### src/rtl/seg7_display_ctrl.sv
`default_nettype none
// +------------------------------------------------------------------------+
// | seg7_display_ctrl: N-digit hex 7-segment controller, parallel and scan |
// | Revision: 1.0                                                          |
// +------------------------------------------------------------------------+
module seg7_display_ctrl #(
  parameter int NUM_DIGITS = 8,
  parameter int BLINK_DIV  = 25_000_000,
  parameter int SCAN_DIV   = 50_000,
  parameter int ACTIVE_LOW = 1
) (
  input  logic                      iCLK,
  input  logic                      iRST_N,
  input  logic [4*NUM_DIGITS-1:0]   iDIG,
  input  logic [NUM_DIGITS-1:0]     iDP,
  input  logic [NUM_DIGITS-1:0]     iBLINK_EN,
  input  logic                      iLZ_BLANK,
  input  logic                      iLOAD,
  output logic                      oACK,
  output logic [7*NUM_DIGITS-1:0]   oSEG,
  output logic [NUM_DIGITS-1:0]     oDP,
  output logic [6:0]                oSCAN_SEG,
  output logic                      oSCAN_DP,
  output logic [NUM_DIGITS-1:0]     oSCAN_SEL
);

  localparam int         c_BW     = (BLINK_DIV > 1) ? $clog2(BLINK_DIV) : 1;
  localparam int         c_SW     = (SCAN_DIV > 1) ? $clog2(SCAN_DIV) : 1;
  localparam int         c_IW     = (NUM_DIGITS > 1) ? $clog2(NUM_DIGITS) : 1;
  localparam logic [6:0] c_INV    = (ACTIVE_LOW != 0) ? 7'h00 : 7'h7F;
  localparam logic       c_DP_INV = (ACTIVE_LOW != 0) ? 1'b0 : 1'b1;
  localparam logic [6:0] c_OFF    = 7'h7F ^ c_INV;
  localparam logic       c_DP_OFF = 1'b1 ^ c_DP_INV;

  // Decode table is written in lit-low form; polarity is applied afterwards.
  function automatic logic [6:0] f_decode(input logic [3:0] nib);
    logic [6:0] seg;
    case (nib)
      4'h0: seg = 7'h40;  4'h1: seg = 7'h79;  4'h2: seg = 7'h24;  4'h3: seg = 7'h30;
      4'h4: seg = 7'h19;  4'h5: seg = 7'h12;  4'h6: seg = 7'h02;  4'h7: seg = 7'h78;
      4'h8: seg = 7'h00;  4'h9: seg = 7'h10;  4'hA: seg = 7'h08;  4'hB: seg = 7'h03;
      4'hC: seg = 7'h46;  4'hD: seg = 7'h21;  4'hE: seg = 7'h06;  default: seg = 7'h0E;
    endcase
    return seg;
  endfunction

  logic [4*NUM_DIGITS-1:0] r_dig;
  logic [NUM_DIGITS-1:0]   r_dp;
  logic [NUM_DIGITS-1:0]   r_blink_en;
  logic                    r_lz;
  logic                    r_ack;
  logic [c_BW-1:0]         r_blink_cnt;
  logic                    r_phase;
  logic [c_SW-1:0]         r_scan_cnt;
  logic [c_IW-1:0]         r_scan_idx;
  logic [7*NUM_DIGITS-1:0] r_seg;
  logic [NUM_DIGITS-1:0]   r_dpo;
  logic [6:0]              r_scan_seg;
  logic                    r_scan_dp;
  logic [NUM_DIGITS-1:0]   r_scan_sel;

  logic [7*NUM_DIGITS-1:0] w_seg;
  logic [NUM_DIGITS-1:0]   w_dpo;
  logic                    w_seen;
  logic [3:0]              w_nib;
  logic                    w_lzb;
  logic                    w_off;
  logic                    w_blink_wrap;
  logic                    w_scan_wrap;
  logic [c_IW-1:0]         w_idx_nxt;
  logic [NUM_DIGITS-1:0]   w_sel_nxt;

  // Walk from the most significant digit so blanking stops at the first non-zero nibble.
  always_comb begin
    w_seg  = '0;
    w_dpo  = '0;
    w_seen = 1'b0;
    w_nib  = 4'd0;
    w_lzb  = 1'b0;
    w_off  = 1'b0;
    for (int k = NUM_DIGITS - 1; k >= 0; k--) begin
      w_nib = r_dig[4*k +: 4];
      w_lzb = r_lz && !w_seen && (w_nib == 4'd0) && (k != 0);
      if (w_nib != 4'd0) w_seen = 1'b1;
      w_off = r_phase && r_blink_en[k];
      w_seg[7*k +: 7] = ((w_off || w_lzb) ? 7'h7F : f_decode(w_nib)) ^ c_INV;
      w_dpo[k]        = (w_off ? 1'b1 : ~r_dp[k]) ^ c_DP_INV;
    end
  end

  always_comb begin
    w_blink_wrap = (r_blink_cnt == c_BW'(BLINK_DIV - 1));
    w_scan_wrap  = (r_scan_cnt == c_SW'(SCAN_DIV - 1));
    w_idx_nxt    = r_scan_idx;
    if (w_scan_wrap)
      w_idx_nxt = (r_scan_idx == c_IW'(NUM_DIGITS - 1)) ? '0 : r_scan_idx + 1'b1;
    w_sel_nxt            = '0;
    w_sel_nxt[w_idx_nxt] = 1'b1;
  end

  // Scan port samples the registered parallel outputs, so it trails oSEG by one clock.
  always_ff @(posedge iCLK or negedge iRST_N) begin
    if (!iRST_N) begin
      r_dig       <= '0;
      r_dp        <= '0;
      r_blink_en  <= '0;
      r_lz        <= 1'b0;
      r_ack       <= 1'b0;
      r_blink_cnt <= '0;
      r_phase     <= 1'b0;
      r_scan_cnt  <= '0;
      r_scan_idx  <= '0;
      r_seg       <= {NUM_DIGITS{c_OFF}};
      r_dpo       <= {NUM_DIGITS{c_DP_OFF}};
      r_scan_seg  <= c_OFF;
      r_scan_dp   <= c_DP_OFF;
      r_scan_sel  <= NUM_DIGITS'(1);
    end else begin
      if (iLOAD) begin
        r_dig      <= iDIG;
        r_dp       <= iDP;
        r_blink_en <= iBLINK_EN;
        r_lz       <= iLZ_BLANK;
      end
      r_ack <= iLOAD;
      if (w_blink_wrap) begin
        r_blink_cnt <= '0;
        r_phase     <= ~r_phase;
      end else begin
        r_blink_cnt <= r_blink_cnt + 1'b1;
      end
      r_scan_cnt <= w_scan_wrap ? '0 : r_scan_cnt + 1'b1;
      r_scan_idx <= w_idx_nxt;
      r_seg      <= w_seg;
      r_dpo      <= w_dpo;
      r_scan_sel <= w_sel_nxt;
      r_scan_seg <= r_seg[7*w_idx_nxt +: 7];
      r_scan_dp  <= r_dpo[w_idx_nxt];
    end
  end

  assign oACK      = r_ack;
  assign oSEG      = r_seg;
  assign oDP       = r_dpo;
  assign oSCAN_SEG = r_scan_seg;
  assign oSCAN_DP  = r_scan_dp;
  assign oSCAN_SEL = r_scan_sel;

endmodule
`default_nettype wire
### config.mk
export PLATFORM = sky130hd
export DESIGN_NAME = seg7_display_ctrl
export DESIGN_NICKNAME = d
export VERILOG_FILES = /design/src/rtl/seg7_display_ctrl.sv
export SDC_FILE = /design/constraint.sdc
export NUM_CORES = 1
export LEC_CHECK = 0
export ABC_CLOCK_PERIOD_IN_PS = 2100
export CAP_MARGIN = 5
export CORE_UTILIZATION = 49
export DETAILED_ROUTE_END_ITERATION = 10
export PLACE_DENSITY = 0.81
export SLEW_MARGIN = 20
export SYNTH_ARGS = -nofsm -noshare
export SYNTH_HDL_FRONTEND = slang
export SYNTH_SLANG_ARGS = --single-unit
### constraint.sdc
create_clock -name iCLK -period 2.1 [get_ports iCLK]
set_input_delay 0.42 -clock iCLK [delete_from_list [all_inputs] [get_ports iCLK]]
set_output_delay 0.42 -clock iCLK [all_outputs]
set_load 0.01 [all_outputs]
==> results of run 1 <==
==> logic make-up (layout without fill, tap and decap cells) <==
group	count (synthesis)	count (layout)
and+or+nand+nor	278	278
DFF	175	175
AOI/OAI and AO/OA	161	161
buffers and inverters	70	298
muxes	69	69
adders and majority gates	46	46
xor gates and xnor gates	37	37
==> stage by stage <==
| stage | instances | worst slack, ps | instance area, sq um |
|---|---|---|---|
| after global placement | 1243 | -126 | 11000 |
| after floorplan | 836 | -125 | 8880 |
| after CTS | 1284 | -114 | 11800 |
| after detailed placement | 1243 | -156 | 11000 |
| after global routing | 1289 | -270 | 12000 |
| final | 1289 | -180 | 12000 |
==> layout make-up <==
| type | instances | area (sq um) |
|---|---|---|
| Fill cell | 1253 | 5490 |
| Sequential cell | 175 | 4470 |
| Multi-Input combinational cell | 591 | 4320 |
| Timing Repair Buffer | 234 | 2210 |
| Clock buffer | 21 | 493 |
| Tap cell | 225 | 282 |
| Inverter | 32 | 128 |
| Clock inverter | 11 | 92.6 |
==> per-layer routing <==
metal / wire, microns / vias up / share of wire [%]
li1: - / 3355 / -
met1: 9790 / 3529 / 42
met2: 11700 / 234 / 50
met3: 1340 / 46 / 5.7
met4: 710 / 0 / 3.0
met5: 0 / - / 0
==> power groups by stage <==
stage	clock [mW]	combinational (mW)	sequential, mW
3_3_place_gp	0	1.60	4.21
6_report	3.14	1.68	4.17
4_1_cts	3.19	1.67	4.16
2_1_floorplan	0	0.688	4.18
5_1_grt	3.34	1.82	4.19
3_5_place_dp	0	1.64	4.20
==> cells in the mapped netlist, types with 24 or more instances <==
library cell,instances,area (sq um)
dfstp_2,73,1920
nand3_1,43,215
mux2_2,35,394
inv_1,29,109
nor2_1,59,221
clkbuf_1,27,101
a21oi_1,26,130
nand2_1,95,357
dfrtp_1,102,2550
ha_1,46,576
o21ai_0,33,165
xor2_1,24,210
o211ai_1,47,353
mux2i_1,28,280
==> critical path, cell delays in order, from the launching register on <==
cell      delay, ps
dfrtp_1         390
nor4bb_2        340
and4_4          290
buf_12          150
mux2i_4         270
inv_4            70
mux4_2          420
a211o_1         270
==> flip-flops by register name, indices dropped and copies added (netlist names), 7 cells and up <==
register,count
r_scan_cnt,16
oSCAN_SEL,8
r_blink_cnt,25
oDP,8
oSEG,56
r_dig,32
oSCAN_SEG,7
r_dp,8
r_blink_en,8
==> final timing paths <==
kind                                 from      endpoint  cells after the start
setup / recovery           r_scan_cnt[12]  oSCAN_SEG[4]                      7
hold / removal                      iLOAD          oACK                      2
setup reg to reg           r_scan_cnt[12]  oSCAN_SEG[4]                      7
hold reg to reg                   r_dp[1]        oDP[1]                      1
max in group asynchronous          iRST_N       oSEG[6]                      3
min in group asynchronous          iRST_N     r_dig[21]                      2
==> placed cells by master (no fill, tap or decap), types with 4 or more instances in the layout <==
| cell | instances |
|---|---|
| clkdlybuf4s50_1 | 130 |
| dfrtp_1 | 102 |
| nand2_1 | 92 |
| buf_4 | 89 |
| dfstp_2 | 73 |
| nor2_1 | 59 |
| o211ai_1 | 47 |
| ha_1 | 44 |
| nand3_1 | 43 |
| mux2_2 | 33 |
| o21ai_0 | 31 |
| inv_1 | 29 |
| xor2_1 | 24 |
| mux2i_1 | 23 |
| a21oi_1 | 23 |
| nand2b_1 | 20 |
| clkbuf_16 | 19 |
| o21a_1 | 14 |
| xnor2_1 | 13 |
| nor2b_1 | 10 |
| nor3_1 | 8 |
| buf_12 | 8 |
| nand4_1 | 7 |
| a21o_1 | 6 |
| nand3b_1 | 6 |
| mux2i_4 | 5 |
| and3_1 | 5 |
| inv_4 | 4 |
| a221oi_2 | 4 |
| a211o_1 | 4 |
| and2_1 | 4 |
| o311ai_0 | 4 |
| a211oi_1 | 4 |
==> repair_timing <==
item / CTS / global route
pin swaps: 6 / 15
setup endpoints to repair: 14 / 36
buffers inserted: 8 / 6
hold buffers: 1 / 0
gates resized for setup: 29 / 21
hold endpoints to repair: 15 / 0
==> summary.md, run 1 <==
| Metric | Value |
|---|---|
| Drt drc | 0 |
| Worst Max-Slew Pin Slew | 664 ps |
| Met2 Use GR | 44.0% |
| Antenna violation net count after detailed routing | 0 |
| Later-pin clock latency in the skew report | 430 ps |
| Initial antenna violation count | 0 |
| Nets | 1149 |
| Share of layout cells above drive strength 1 | 26.9% |
| Max clock buf depth | 2 |
| Async SR Flop Fraction | 100% |
| Seq/Total Area, Yosys | 50.4% |
| DIE HEIGHT | 137 microns |
| Clock-pin slew on the worst setup and hold paths | 70 ps |
| Clock share of power | 35.0% |
| Distinct cells, synth | 56 |
| Gate power share | 18.6% |
| Worst setup margin | -180 ps |
| Critical Path RT | 2450 ps |
| CTS buffer count | 17 |
| WL final | 23600 microns |
| Setup Skew | 8.15 ps |
| Global-route wire length before repair | 37100 microns |
| GPL Wtd Cong | 0.906 |
| Post-Synthesis Cell Area | 8870 sq um |
| Violated checks | setup timing |
| Number of global-route vias before repair | 7213 |
| RSZ-0062 raised after global routing | yes |
| Avg Cell Area, Syn | 10.6 sq um |
| Clk sinks | 175 |
| Max-slew violations | 0 |
| Post-Route Hold Slack | 390 ps |
| Synth Area in Simple Gates | 15.0% |
| M3 GR Usage | 5.48% |
| Internal power | 6.46 mW |
| Tot GR Track Use | 26.5% |
| Crit. End Element | register |
| Setup_tns | -988 ps |
| Global routing's busiest layer | met2 |
| Max VDD drop | 0.000671 V |
| Area share of fa/ha/maj cells after synthesis | 6.49% |
| Die width | 137 microns |
| Initial DRC Count | 547 |
| Starting Density | 50.8% |
| H-tree depth | 4 |
| Final Cycle Share | 109% |
| CTS tree | done |
| Grt met1 use | 33.3% |
| Post-synth EDFFs | 0 |
| Max-capacitance violation count | 0 |
| Flop2flop setup slack | -180 ps |
| F_max | 439 MHz |
| Max-Slew Margin vs Limit | 55.7% |
| Most used DFF post-synth | dfrtp_1 |
| Worst hold path class | input port to register |
| Ant diodes | 0 |
| Final core occ | 68.6% |
| GRT overflow | 0 |
| Pwr Density | 750 nW/um^2 |
| Mapped Cells | 836 |
| Num ports | 133 |
| Leak | 5.26 nW |
| Die Area | 18700 sq um |
| Syn_nets | 934 |
| Post-synthesis compound-gate area fraction | 12.2% |
| Layout overhead on the synthesized area | 35.1% |
| Routed vias | 7164 |
| Total number of yosys warnings | 0 |
| DR WL/cell | 18.3 microns |
| Largest net degree at the start of global routing | 69 |
| Area share of xor/xnor cells in the synthesized design | 3.65% |
| Largest fanout on the critical path | 8 |
| Mux cell area share after synthesis | 9.02% |
| Flops & latches, synth | 175 |
| Root Buffer | clkbuf_16 |
| Final Hold Vio Count | 0 |
| Core area | 17500 sq um |
| Vias per cell | 5.56 |
| Sequential Power Share | 46.4% |
| Final min period | 2280 ps |
| NetSw | 2.53 mW |
| Post-DP HPWL | 16700 microns |
| Power consumption | 8.99 mW |
| CP Data Arrival Time | 2630 ps |
| Outcome | finished with violations |
| Largest family of logic cells by synthesized area | simple AND/OR/NAND/NOR gates |
| Final setup viols | 8 |
| Critical path launch point type | register |
| TritonRoute pass-1 iters | 6 |
| PortBufs | 132 |
| Net Sw Frac | 28.2% |
| Site Rows | 48 |
| Critical setup path kind | register to register |
(Power assumes the default switching activity.)
==> inputs of run 2 (changes only) <==
--- a/config.mk
+++ b/config.mk
@@ -9,6 +9,7 @@
 export CAP_MARGIN = 5
 export CORE_UTILIZATION = 49
 export DETAILED_ROUTE_END_ITERATION = 10
+export HOLD_SLACK_MARGIN = 0.06
 export PLACE_DENSITY = 0.81
 export SLEW_MARGIN = 20
 export SYNTH_ARGS = -nofsm -noshare
==> results of run 2 <==
Final layout, timing and power as in run 1 (identical DEF).
